File: src/rtl/regseq_pkg.sv
// Shared opcodes, FSM state encoding and default widths for the register-file op sequencer.
package regseq_pkg;

  localparam int unsigned DEF_DATA_W = 8;
  localparam int unsigned DEF_ADDR_W = 3;
  localparam int unsigned OP_W       = 3;

  localparam logic [OP_W-1:0] OP_NOP = 3'd0;
  localparam logic [OP_W-1:0] OP_MOV = 3'd1;
  localparam logic [OP_W-1:0] OP_LDI = 3'd2;
  localparam logic [OP_W-1:0] OP_ADD = 3'd3;
  localparam logic [OP_W-1:0] OP_SUB = 3'd4;
  localparam logic [OP_W-1:0] OP_AND = 3'd5;
  localparam logic [OP_W-1:0] OP_OR  = 3'd6;
  localparam logic [OP_W-1:0] OP_XOR = 3'd7;

  typedef enum logic [1:0] {
    ST_IDLE  = 2'd0,
    ST_READ  = 2'd1,
    ST_EXEC  = 2'd2,
    ST_WRITE = 2'd3
  } state_t;

endpackage

File: src/rtl/regseq_alu.sv
// Combinational ALU for the sequencer's EXEC step.
// Optional macro REGSEQ_SATURATE_EN clamps ADD overflow to all-ones and SUB borrow to zero.
module regseq_alu
  import regseq_pkg::*;
#(
  parameter int unsigned DATA_W = DEF_DATA_W
) (
  input  logic [OP_W-1:0]   op,
  input  logic [DATA_W-1:0] a,
  input  logic [DATA_W-1:0] b,
  input  logic [DATA_W-1:0] imm,
  output logic [DATA_W-1:0] result,
  output logic              carry,
  output logic              zero
);

  // One extra bit holds the carry out of ADD and the borrow out of SUB.
  logic [DATA_W:0] sum;
  logic [DATA_W:0] diff;

  assign sum  = {1'b0, a} + {1'b0, b};
  assign diff = {1'b0, a} - {1'b0, b};

  always_comb begin
    result = '0;
    carry  = 1'b0;
    case (op)
      OP_MOV: result = a;
      OP_LDI: result = imm;
      OP_ADD: begin
        result = sum[DATA_W-1:0];
        carry  = sum[DATA_W];
`ifdef REGSEQ_SATURATE_EN
        if (sum[DATA_W]) result = '1;
`endif
      end
      OP_SUB: begin
        result = diff[DATA_W-1:0];
        carry  = diff[DATA_W];
`ifdef REGSEQ_SATURATE_EN
        if (diff[DATA_W]) result = '0;
`endif
      end
      OP_AND: result = a & b;
      OP_OR:  result = a | b;
      OP_XOR: result = a ^ b;
      default: result = '0;
    endcase
  end

  assign zero = (result == '0);

endmodule

File: src/rtl/regfile_op_sequencer.sv
// Multi-cycle IDLE->READ->EXEC->WRITE controller running one ALU command against the register file.
// Build option REGSEQ_SATURATE_EN (see regseq_alu) selects saturating ADD/SUB.
module regfile_op_sequencer
  import regseq_pkg::*;
#(
  parameter int unsigned DATA_W = DEF_DATA_W,
  parameter int unsigned ADDR_W = DEF_ADDR_W
) (
  input  logic              clk,
  input  logic              rst_n,
  input  logic              cmd_valid,
  output logic              cmd_ready,
  input  logic [OP_W-1:0]   cmd_op,
  input  logic [ADDR_W-1:0] cmd_dst,
  input  logic [ADDR_W-1:0] cmd_src1,
  input  logic [ADDR_W-1:0] cmd_src2,
  input  logic [DATA_W-1:0] cmd_imm,
  output logic [ADDR_W-1:0] rf_read_addr_1,
  output logic [ADDR_W-1:0] rf_read_addr_2,
  input  logic [DATA_W-1:0] rf_read_data_1,
  input  logic [DATA_W-1:0] rf_read_data_2,
  output logic              rf_write_en,
  output logic [ADDR_W-1:0] rf_write_dest,
  output logic [DATA_W-1:0] rf_write_data,
  output logic              done,
  output logic [DATA_W-1:0] result,
  output logic              zero_flag,
  output logic              carry_flag,
  output logic              busy
);

  state_t              state;
  logic [OP_W-1:0]     op_q;
  logic [ADDR_W-1:0]   dst_q;
  logic [DATA_W-1:0]   imm_q;
  logic [DATA_W-1:0]   opa_q;
  logic [DATA_W-1:0]   opb_q;

  logic [DATA_W-1:0]   alu_result;
  logic                alu_carry;
  logic                alu_zero;

  regseq_alu #(.DATA_W(DATA_W)) u_alu (
    .op     (op_q),
    .a      (opa_q),
    .b      (opb_q),
    .imm    (imm_q),
    .result (alu_result),
    .carry  (alu_carry),
    .zero   (alu_zero)
  );

  assign cmd_ready = (state == ST_IDLE);
  assign busy      = (state != ST_IDLE);

  always_ff @(posedge clk or negedge rst_n) begin
    if (!rst_n) begin
      state          <= ST_IDLE;
      op_q           <= '0;
      dst_q          <= '0;
      imm_q          <= '0;
      opa_q          <= '0;
      opb_q          <= '0;
      rf_read_addr_1 <= '0;
      rf_read_addr_2 <= '0;
      rf_write_en    <= 1'b0;
      rf_write_dest  <= '0;
      rf_write_data  <= '0;
      done           <= 1'b0;
      result         <= '0;
      zero_flag      <= 1'b0;
      carry_flag     <= 1'b0;
    end else begin
      rf_write_en <= 1'b0;
      done        <= 1'b0;
      case (state)
        ST_IDLE: begin
          if (cmd_valid) begin
            op_q           <= cmd_op;
            dst_q          <= cmd_dst;
            imm_q          <= cmd_imm;
            rf_read_addr_1 <= cmd_src1;
            rf_read_addr_2 <= cmd_src2;
            state          <= ST_READ;
          end
        end
        ST_READ: begin
          opa_q <= rf_read_data_1;
          opb_q <= rf_read_data_2;
          state <= ST_EXEC;
        end
        ST_EXEC: begin
          // NOP leaves result and both flags untouched; carry only tracks ADD..XOR.
          if (op_q != OP_NOP) begin
            result    <= alu_result;
            zero_flag <= alu_zero;
          end
          if (op_q >= OP_ADD) carry_flag <= alu_carry;
          rf_write_en   <= (op_q != OP_NOP);
          rf_write_dest <= dst_q;
          rf_write_data <= (op_q == OP_NOP) ? result : alu_result;
          done          <= 1'b1;
          state         <= ST_WRITE;
        end
        ST_WRITE: state <= ST_IDLE;
        default:  state <= ST_IDLE;
      endcase
    end
  end

endmodule

File: config.mk
export PLATFORM = sky130hd
export DESIGN_NAME = regfile_op_sequencer
export DESIGN_NICKNAME = d
export VERILOG_FILES = /design/src/rtl/regseq_pkg.sv /design/src/rtl/regseq_alu.sv /design/src/rtl/regfile_op_sequencer.sv
export SDC_FILE = /design/constraint.sdc
export NUM_CORES = 1
export LEC_CHECK = 0
export BUFFER_PORTS_ARGS = -buffer_cell sky130_fd_sc_hd__buf_2
export CAP_MARGIN = 20
export CORE_MARGIN = 1
export CORE_UTILIZATION = 30
export CTS_CLUSTER_DIAMETER = 200
export DETAILED_ROUTE_END_ITERATION = 7
export GPL_TIMING_DRIVEN = 0
export PLACE_DENSITY = 0.6
export SYNTH_ARGS = -nofsm -noshare
export SYNTH_HDL_FRONTEND = slang
export SYNTH_SLANG_ARGS = --single-unit
export TNS_END_PERCENT = 5
File: constraint.sdc
create_clock -name clk -period 2.8 [get_ports clk]
set_input_delay 0 -clock clk [delete_from_list [all_inputs] [get_ports clk]]
set_output_delay 0 -clock clk [all_outputs]
set_load 0.02 [all_outputs]
# After elaboration in Yosys (flattened, before gate mapping)
# Index checks and enable logic that the tools add are counted.
# W data, S select, Z words.
[word_totals]
elab_cells = 47
out_inout_bits = 31
register_bits = 61
[classes]
n_eq_ne = 11
n_reduce_logical = 8
n_mux = 7
bitwise_logic = 3
add_sub_neg = 2
n_lt_le_gt_ge = 1
[ops]
columns = ["operator", "count"]
rows = [
  ["$pmux W8 S7", 1],
  ["$eq A3 B3 Y1 const B", 4],
  ["$add A8 B8 Y9", 1],
  ["$sub A8 B8 Y9", 1],
  ["$and A8 B8 Y8", 1],
  ["$logic_not A8 Y1", 1],
  ["$mux W8", 1],
  ["$or A8 B8 Y8", 1],
  ["$pmux W2 S4", 1],
  ["$xor A8 B8 Y8", 1],
  ["$eq A3 B2 Y1 const B", 2],
  ["$reduce_and A2 Y1", 3],
  ["$eq A2 B2 Y1 const B", 2],
  ["$eq A3 B1 Y1 const B", 1],
  ["$ge A3 B2 Y1 const B", 1],
  ["$logic_not A3 Y1", 1],
  ["$reduce_bool A3 Y1", 1],
  ["$eq A2 B1 Y1 const B", 1],
  ["$logic_not A2 Y1", 1],
  ["$mux W1", 2],
  ["$mux W2", 1],
  ["$ne A2 B2 Y1 const B", 1],
  ["$pmux W1 S2", 1],
  ["$reduce_bool A2 Y1", 1],
]

# Logic depth before layout (Yosys ltp)
# Gate-level depths: netlist (run 1).
[logic_depth]
depth_word = 3
depth_mapped = 10
mapped_depth_nobuf = 10

# By module
# From an unflattened synthesis (run 1), not the netlist that was laid out.
[unflattened]
cells_unflattened = 371
area_unflattened_um2 = 3876.2
[modules_own_cells]
columns = ["mod", "instances", "area_each_um2", "seq_area_each_um2", "cells_per_inst"]
rows = [
  ["regfile_op_sequencer", 1, 2378.5, 1526.5, 174],
  ["regseq_alu", 1, 1497.7, 0.0, 197],
]

# Least setup slack after synthesis (run 1)
# OpenSTA, ideal clock, no wires.
[synth_timing]
path_type = "reg2reg"
from = "register opb_q[0]"
to = "register zero_flag"
path_buffers = 0
path_stages_with_launch = 10
path_slack_ns = 0.435
arrival_ns = 2.298
setup_time_ns = 0.066
path_cell_list = "dfrtp_1 > ha_1 > fa_1 > nor2b_1 > xnor2_1 > mux4_2 > nand2b_4 > nor3_2 > and3b_1 > a32o_2"
[synth_between]
elab_chain_cells = 3
elab_cells_between_ends = 7
[synth_lines]
columns = ["element", "line_no", "text"]
rows = [
  ["start: declaration", "regfile_op_sequencer.sv:37", "logic [DATA_W-1:0] opb_q;"],
  ["start signal: assignment", "regfile_op_sequencer.sv:89", "opb_q <= rf_read_data_2;"],
  ["$sub A8 B8 Y9 (tied with other cells)", "regseq_alu.sv:22", "assign diff = {1'b0, a} - {1'b0, b};"],
  ["$pmux W8 S7 *", "regseq_alu.sv:27", "case (op)"],
  ["$logic_not A8 Y1 *", "regseq_alu.sv:51", "assign zero = (result == '0);"],
  ["end signal: assignment", "regfile_op_sequencer.sv:96", "zero_flag <= alu_zero;"],
  ["end: declaration", "regfile_op_sequencer.sv:27", "output logic zero_flag,"],
]
# Mark *: on every way between the ends. The rest lies on a longest branch, timed or not.
# A chain may end at the register's enable or synchronous reset.

# Worst setup path after layout (run 1)
# Ends and elaborated chain as after synthesis.

==> impl_metrics.csv, run 1 <==
group,metric,value,unit
layout,final_util,0.410,
synthesis,yosysMostFrequentCell,"dfrtp_1",
global_route,overflow,0,
die,die_x,113,µm
routing,routedWlPerCell,15.6,µm
synthesis,ys_top_cells_by_count,"dfrtp_1 (61), nand2_1 (32), nor2_1 (30), ha_1 (27), o21ai_0 (27)",
timing,final_max_slew_viol_count,0,
critical_path,crit_slowest_cell,"fa_1",
synthesis,synthMuxAreaShare,0.102,
synthesis,syn_avg_cell_area,9.86,µm²
critical_path,required,3.02,ns
synthesis,synth_top_family_by_area,"compound AO/OA/AOI/OAI gates",
global_route,grt_max_degree,38,
synthesis,synthTopCellsByArea,"dfrtp_1 (42%), ha_1 (9.2%), mux2_2 (7.1%)",
synthesis,synth-compound-area-share,0.183,
critical_path,worstPathArrival,2.83,ns
layout,drive_gt1_frac,0.282,
die,coreArea,12000,µm²
synthesis,synth_top_area_cell,"dfrtp_1",
critical_path,r2r_slack,0.19,ns
global_route,antenna_found_initial,0,
placed_design,hpwl,7370,µm
critical_path,cp_top_family,"compound AO/OA/AOI/OAI gates",
timing,skew,0.00752,ns
routing,ant_nets,0,
global_route,grt_pass1_wl,16700,µm
routing,dr.pass1.iters,5,
layout,area_delta_synth_final,33.7,%
placed_design,finalWeightedCongestion,0.858,
clock_network,clock_latency,0.33,ns
power_and_ir_drop,power.total,6.84,mW
routing,routed_wl,10000,µm
layout,diodes,0,
clock_network,cts_tree,"yes",
synthesis,ys.flop_type,"dfrtp_1",
synthesis,netlist.area_leader.share,0.416,
routing,drt-initial-drc-count,245,
critical_path,max_stage_delay,0.44,ns
global_route,grtUsageTotal,0.170,
routing,dr_total_vias,3218,
clock_network,clkTransAtPathRegs,0.06,ns
synthesis,synth_xor_area_frac,0.00955,
synthesis,synth_edf_count,0,
critical_path,timing.rr.start,"opb_q[0]",
critical_path,cp_num_buf_inv,0,
power_and_ir_drop,power_density,1390,nW/µm²
die,rows,40,
layout,nNetsFinal,559,
critical_path,start_kind,"flop",
timing,worst_pin_slew,0.669,ns
critical_path,endpoint_kind,"flop",
outcome,outcome,"complete, no violations",
clock_network,clockRootBuffer,"clkbuf_16",
timing,finalWorstPathRequiredPeriod,2.61,ns
synthesis,ys_seq_area_frac,0.416,
die,ios,70,
clock_network,numClockSinks,61,
power_and_ir_drop,ir_worst_vdd,401,µV
clock_network,htree_levels,3,
timing,rsz0062_at_grt,"no",
synthesis,netlist-cell-type-count,60,
critical_path,r2r_cells,8,
die,die_h,113,µm
synthesis,yosys.area_share.adder,0.103,
die,start_util,0.307,
timing,max_freq,0.383,GHz
critical_path,path_cells,"ha_1, fa_1, a211oi_1, o21bai_1, a21oi_1, a221oi_1, o21a_1, a32o_2",
timing,totalNegativeSetupSlack,0,ns
timing,slew_headroom,0.554,
synthesis,syn_area,3670,µm²
synthesis,netlist_instances,372,
critical_path,critPathKind,"flop to flop",
clock_network,post_cts_buffers,0,
timing,setup_viol,0,
run,cap_viol_max_count,0,
placed_design,io_buffers,69,
routing,drc_errors,0,
power_and_ir_drop,leakagePower,2.26,nW
critical_path,r2r-end,"zero_flag",
timing,timing.hold.ws,0.217,ns
timing,period_share,0.932,
clock_network,cts.path.max_buffers,2,
timing,hold_violations,0,
min_path,hold_class,"input port to asynchronous set/reset pin",
synthesis,yosysWarnings,0,
synthesis,synth-seq-cells,61,
synthesis,synthSimpleGateAreaFrac,0.123,
global_route,first_global_vias,3288,
clock_network,cts_buffers,9,
critical_path,crit_fanout,4,
synthesis,syn_nets,440,
routing,vias_per_cell,5.00,
die,fp.dieArea,12700,µm²
synthesis,async_flop_share,1.00,
## state kept, by name (all words and copies together), names as in the netlist
| signal | count |
|---|---|
| opb_q | 8 |
| rf_write_dest | 3 |
| imm_q | 8 |
| state | 2 |
| result | 8 |
| rf_write_data | 8 |
| opa_q | 8 |
| rf_read_addr_1 | 3 |
| zero_flag | 1 |
| dst_q | 3 |
| rf_read_addr_2 | 3 |
| carry_flag | 1 |
| rf_write_en | 1 |
| op_q | 3 |
| done | 1 |
## routing by layer
layer | part of all wire | routed length [µm] | vias up | track usage
li1 | - | - | 1542 | -
met1 | 0.46 | 4590 | 1580 | 0.215
met3 | 0.038 | 381 | 16 | 0.0373
met5 | 0 | 0 | - | 0
met2 | 0.48 | 4840 | 80 | 0.284
met4 | 0.020 | 197 | 0 | 0.0640
## cell type report
class / instances / area, µm²
multi-input cells: 262 / 1920
repair buffers: 108 / 746
flip-flops and latches: 61 / 1530
plain buffers: 21 / 129
clock buffers: 9 / 225
clock inverters: 7 / 75.1
well taps: 147 / 184
inverters: 28 / 105
fillers: 1187 / 7060
## kinds of logic (layout without fill, tap and decap cells)
logic type,count (synthesis),count (layout)
buffers and inverters,49,173
muxes,33,33
AOI/OAI and AO/OA,102,102
adders and majority gates,29,29
DFF,61,61
xor gates and xnor gates,4,4
and+or+nand+nor,94,94
## worst max path at each step
| stage | startpoint | to | cells after the start |
|---|---|---|---|
| after floorplan | opb_q[0] | zero_flag | 9 |
| after global placement | opa_q[1] | zero_flag | 8 |
| after detailed placement | opa_q[1] | zero_flag | 8 |
| after CTS | opa_q[1] | zero_flag | 8 |
| after global routing | opa_q[1] | zero_flag | 9 |
| final | opb_q[0] | zero_flag | 8 |
## power by group
part | switching, mW | leakage [nW] | total, mW | internal, mW
registers | 0.306 | 0.723 | 1.65 | 1.34
clock network | 0.430 | 0.150 | 1.12 | 0.693
logic | 2.42 | 1.38 | 4.07 | 1.65
total | 3.16 | 2.26 | 6.84 | 3.68
## cells in the final DEF (no fill, tap or decap), drive strengths merged, types with 2 or more instances in the layout
cell type and count:
mux2i 8, o21bai 3, nand3 9, nor3b 2, buf 85, inv 28
and2 3, a21oi 21, a22oi 5, nand2 33, a221oi 2, clkinv 6
mux2 24, nor2b 3, o22ai 9, a211oi 3, nand2b 5, ha 27
nor2 31, clkbuf 15, o221ai 2, dlygate4sd3 38, xnor2 4, fa 2
o2bb2ai 2, nor3 4, dfrtp 61, o221a 2, o21a 4, o31ai 4
o21ai 33
## through the flow
step / cells / worst slack [ns] / area, µm²
floorplan: 372 / 0.435 / 3670
finish: 643 / 0.191 / 4910
detailed placement: 589 / 0.124 / 4220
CTS: 643 / 0.0910 / 4900
global placement: 588 / 0.0867 / 4200
global route: 643 / 0.0559 / 4910
## timing repair
item	CTS	global route
hold buffers	38	0
endpoints found under the hold margin	62	0
endpoints found under the setup margin	0	3
gates resized for setup	0	1
Note: power is estimated with default switching activity, not from simulation.
==> run 2, diff against run 1 <==
Settings changed: CELL_PAD_IN_SITES_DETAIL_PLACEMENT from default to 0, CELL_PAD_IN_SITES_GLOBAL_PLACEMENT from default to 1, CORE_ASPECT_RATIO from default to 1.4, CORE_UTILIZATION 30 to 42, PLACE_DENSITY 0.6 to 0.91.
==> run 2 against run 1 <==
Compared with the run above:
- highest routed layer unchanged
- final cell count decreased by 6.5%
- utilization increased by 16 points
- largest cell class unchanged
- hold slack got worse by 0.0086 ns
- worst setup slack got worse by 0.069 ns
- largest power group unchanged
- power increased by 0.41%
- register-to-register slack got worse by 0.07 ns
==> impl_metrics.csv, run 2 (synthesis results as in run 1) <==
group,metric,value,unit
clock_network,clkTransAtPathRegs,0.05,ns
routing,ant_nets,0,
timing,max_freq,0.373,GHz
critical_path,endpoint_kind,"flop",
die,ios,70,
power_and_ir_drop,power_density,1410,nW/µm²
power_and_ir_drop,combPwrFrac,0.592,
timing,finalWorstPathRequiredPeriod,2.68,ns
power_and_ir_drop,seqPwrFrac,0.241,
layout,nNetsFinal,559,
power_and_ir_drop,sw_frac_of_total,0.453,
timing,timing.hold.ws,0.209,ns
power_and_ir_drop,power.total,6.87,mW
critical_path,critPathKind,"flop to flop",
routing,dr.pass1.iters,4,
min_path,hold_class,"input port to asynchronous set/reset pin",
placed_design,io_buffers,69,
die,start_util,0.431,
layout,fin_area,4850,µm²
critical_path,cp_top_family,"compound AO/OA/AOI/OAI gates",
timing,rsz0062_at_grt,"no",
run,cap_viol_max_count,0,
layout,final_util,0.571,
outcome,outcome,"complete, no violations",
critical_path,required,3.01,ns
power_and_ir_drop,power_frac_clock,0.168,
critical_path,crit_slowest_cell,"fa_1",
power_and_ir_drop,p_switching,3.11,mW
clock_network,numClockSinks,61,
layout,seq_area,1530,µm²
die,fp.dieArea,9120,µm²
layout,multiInputGateArea,1910,µm²
global_route,first_global_vias,3254,
critical_path,max_stage_delay,0.46,ns
clock_network,htree_levels,3,
placed_design,hpwl,7400,µm
routing,drc_errors,0,
timing,hold_violations,0,
global_route,antenna_found_initial,0,
global_route,grtUsageTotal,0.237,
critical_path,timing.rr.start,"opb_q[0]",
routing,drt-initial-drc-count,166,
critical_path,r2r-end,"zero_flag",
clock_network,cts.path.max_buffers,2,
routing,dr_total_vias,3177,
global_route,grt_pass1_wl,15900,µm
clock_network,clockRootBuffer,"clkbuf_16",
clock_network,cts_tree,"yes",
die,die_x,81,µm
timing,setup_viol,0,
placed_design,place_area,4170,µm²
layout,drive_gt1_frac,0.276,
routing,routedWlPerCell,16.6,µm
die,coreArea,8510,µm²
layout,diodes,0,
global_route,overflow,0,
layout,final_cell_mix,"buf_2 (76), dfrtp_1 (61), dlygate4sd3_1 (38)",
timing,totalNegativeSetupSlack,0,ns
timing,skew,0.00625,ns
die,rows,40,
layout,layout_commonest_cell,"buf_2",
global_route,grt_max_degree,39,
critical_path,worstPathArrival,2.89,ns
timing,period_share,0.956,
routing,vias_per_cell,5.29,
clock_network,clock_latency,0.33,ns
critical_path,start_kind,"flop",
critical_path,path_cells,"ha_1, fa_1, a211oi_1, o21bai_1, a21oi_1, a221oi_1, o21a_1, a32o_2",
critical_path,r2r_cells,8,
critical_path,crit_fanout,4,
clock_network,post_cts_buffers,0,
power_and_ir_drop,leakagePower,2.26,nW
layout,area_delta_synth_final,32.3,%
critical_path,cp_num_buf_inv,0,
timing,worst_pin_slew,0.620,ns
power_and_ir_drop,internal-power,3.76,mW
timing,final_max_slew_viol_count,0,
timing,slew_headroom,0.586,
routing,routed_wl,9960,µm
critical_path,r2r_slack,0.12,ns
power_and_ir_drop,ir_worst_vdd,662,µV
placed_design,finalWeightedCongestion,0.917,
clock_network,cts_buffers,9,
layout,n_fill_cell,759,
die,die_h,113,µm
-- run 2: cell count changes in the layout (fill, tap and decap cells not counted), sizes merged --
cell,delta
inv,-1
bufinv,+1
clkinv,-2
clkbuf,+2
-- run 2: layout make-up --
| type | instances | area share |
|---|---|---|
| buffer | 21 | 0.0265 |
| clock buffer | 11 | 0.0479 |
| clock inverter | 5 | 0.0155 |
| inverter | 28 | 0.0216 |
| multi-input combinational | 262 | 0.393 |
| sequential | 61 | 0.314 |
| tap | 105 | 0.0271 |
| timing repair buffer | 108 | 0.154 |
-- run 2: worst max path at each step --
stage,start,end,cells past startpoint
detailed placement,opb_q[0],zero_flag,8
global route,opa_q[1],zero_flag,8
CTS,opb_q[0],zero_flag,8
floorplan,opb_q[0],zero_flag,9
finish,opb_q[0],zero_flag,8
global placement,opb_q[0],zero_flag,8
-- run 2: per-layer routing --
metal,global-route usage,share of wire
met5,0,0
met4,0.0976,0.017
met3,0.0431,0.030
met2,0.438,0.56
met1,0.255,0.39
-- run 2: stage by stage --
step,setup slack (ns),instances
after floorplan,0.435,372
after global placement,0.198,546
after detailed placement,0.177,547
after CTS,0.159,601
after global routing,0.0431,601
final,0.122,601
-- run 2: what timing repair did --
action	in CTS	in global routing
endpoints found under the hold margin	61	0
resized for setup	0	0
setup endpoints to repair	0	0
hold buffers	38	0
-- run 2: power by group through the flow --
stage                     combinational (mW)  clock (mW)  sequential, mW
after floorplan                         2.65           0            1.86
after global placement                  3.93           0            1.63
after detailed placement                3.99           0            1.66
after CTS                               4.05        1.17            1.65
after global routing                    4.45        1.21            1.71
final                                   4.06        1.15            1.65
==> run 3, diff against run 2 <==
Settings changed: GPL_TIMING_DRIVEN 0 to 1.
==> run 3 against run 2 <==
Compared with the run above:
- fmax rose by 4.1%
- critical endpoint unchanged
- first-iteration DRC count is 41% higher
- wire length is 2.8% lower
- register-to-register slack better by 0.11 ns
- count of clock-buffer cells in the layout is 1 higher
==> impl_metrics.csv, run 3 (synthesis results as in run 1) <==
group,metric,value,unit
outcome,outcome,"complete, no violations",
critical_path,worstPathArrival,2.84,ns
layout,layout_commonest_cell,"buf_2",
routing,dr_total_vias,3144,
critical_path,required,3.07,ns
die,die_h,113,µm
power_and_ir_drop,ir_worst_vdd,595,µV
power_and_ir_drop,power_frac_clock,0.177,
critical_path,start_kind,"flop",
routing,routed_wl,9690,µm
layout,diodes,0,
layout,seq_area,1530,µm²
die,fp.dieArea,9120,µm²
clock_network,clock_latency,0.33,ns
layout,nNetsFinal,550,
timing,worst_pin_slew,0.865,ns
timing,period_share,0.918,
layout,drive_gt1_frac,0.276,
timing,hold_violations,0,
placed_design,place_area,4110,µm²
critical_path,crit_fanout,4,
power_and_ir_drop,power_density,1410,nW/µm²
global_route,first_global_vias,3222,
power_and_ir_drop,sw_frac_of_total,0.447,
timing,setup_viol,0,
layout,area_delta_synth_final,31.7,%
placed_design,io_buffers,69,
critical_path,max_stage_delay,0.49,ns
run,cap_viol_max_count,0,
placed_design,hpwl,6900,µm
routing,vias_per_cell,5.32,
critical_path,cp_num_buf_inv,0,
die,die_x,81,µm
clock_network,cts_buffers,9,
clock_network,cts_tree,"yes",
timing,final_max_slew_viol_count,0,
critical_path,cp_top_family,"adder cells",
power_and_ir_drop,combPwrFrac,0.569,
clock_network,post_cts_buffers,0,
clock_network,numClockSinks,61,
power_and_ir_drop,leakagePower,2.25,nW
routing,ant_nets,0,
placed_design,finalWeightedCongestion,0.961,
critical_path,endpoint_kind,"flop",
power_and_ir_drop,p_switching,3.05,mW
timing,max_freq,0.389,GHz
layout,n_fill_cell,764,
layout,fin_area,4830,µm²
critical_path,critPathKind,"flop to flop",
routing,routedWlPerCell,16.4,µm
timing,skew,0.00654,ns
global_route,grt_max_degree,48,
die,rows,40,
layout,final_util,0.568,
power_and_ir_drop,internal-power,3.77,mW
timing,totalNegativeSetupSlack,0,ns
timing,timing.hold.ws,0.181,ns
clock_network,ctsResizeCount,0,
timing,layout_setup_ws,0.228,ns
routing,drc_errors,0,
timing,slew_headroom,0.422,
die,coreArea,8510,µm²
routing,dr.pass1.iters,4,
global_route,grtUsageTotal,0.230,
global_route,grt_pass1_wl,15600,µm
critical_path,path_cells,"ha_1, fa_1, nor2b_1, xnor2_1, mux4_2, nand2b_4, nor3_2, and3b_1, a32o_2",
die,start_util,0.431,
global_route,overflow,0,
routing,drt-initial-drc-count,234,
placed_design,pre_cts_ws,0.242,ns
min_path,hold_class,"input port to asynchronous set/reset pin",
layout,final_cell_mix,"buf_2 (69), dfrtp_1 (61), dlygate4sd3_1 (38)",
clock_network,postCtsHoldBufs,38,
global_route,antenna_found_initial,0,
timing,rsz0062_at_grt,"no",
power_and_ir_drop,seqPwrFrac,0.253,
layout,multiInputGateArea,1910,µm²
critical_path,crit_slowest_cell,"mux4_2",
clock_network,clkTransAtPathRegs,0.05,ns
timing,finalWorstPathRequiredPeriod,2.57,ns
die,ios,70,
clock_network,clockRootBuffer,"clkbuf_16",
clock_network,cts.path.max_buffers,2,
clock_network,htree_levels,3,
==> run 3: cell count changes in the layout (fill, tap and decap cells not counted) <==
cell,change
buf_2,-7
buf_4,+7
buf_6,-3
clkbuf_1,-7
clkbuf_8,+2
clkinv_2,-3
clkinv_4,+1
==> run 3: worst paths after layout <==
check                                  start        end  slack, ns  cells past startpoint
max                                 opb_q[0]  zero_flag       0.23                      9
min                                    rst_n   state[0]       0.18                      2
min reg2reg                         dst_q[2]   dst_q[2]       0.50                      1
max reg2reg                         opb_q[0]  zero_flag       0.23                      9
min in group clk           rf_read_data_2[5]   opb_q[5]       0.41                      4
max in group asynchronous              rst_n  result[7]       1.90                      4
==> run 3: power groups by stage <==
stage / clock [mW] / combinational [mW] / sequential, mW
after detailed placement: 0 / 3.79 / 1.73
after CTS: 1.22 / 3.87 / 1.72
after floorplan: 0 / 2.65 / 1.86
after global placement: 0 / 3.76 / 1.71
after global routing: 1.26 / 4.26 / 1.80
final: 1.21 / 3.88 / 1.73
==> run 3: area by class of cell <==
cell class	instances	share of cell area
well taps	105	0.0272
clock inverters	3	0.0142
multi-input cells	262	0.395
flip-flops and latches	61	0.316
inverters	28	0.0217
repair buffers	120	0.173
clock buffers	12	0.0531
==> run 3: metal layers <==
metal	share of wire	track usage	up-vias
met5	0	0	-
met4	0.033	0.115	0
met3	0.031	0.0407	21
met2	0.54	0.412	71
met1	0.40	0.253	1536
li1	-	-	1516
==> run 3: metrics by stage <==
step,std cells,total power [mW]
after floorplan,372,4.51
after global placement,537,5.46
after detailed placement,537,5.52
after CTS,590,6.82
after global routing,591,7.32
final,591,6.82
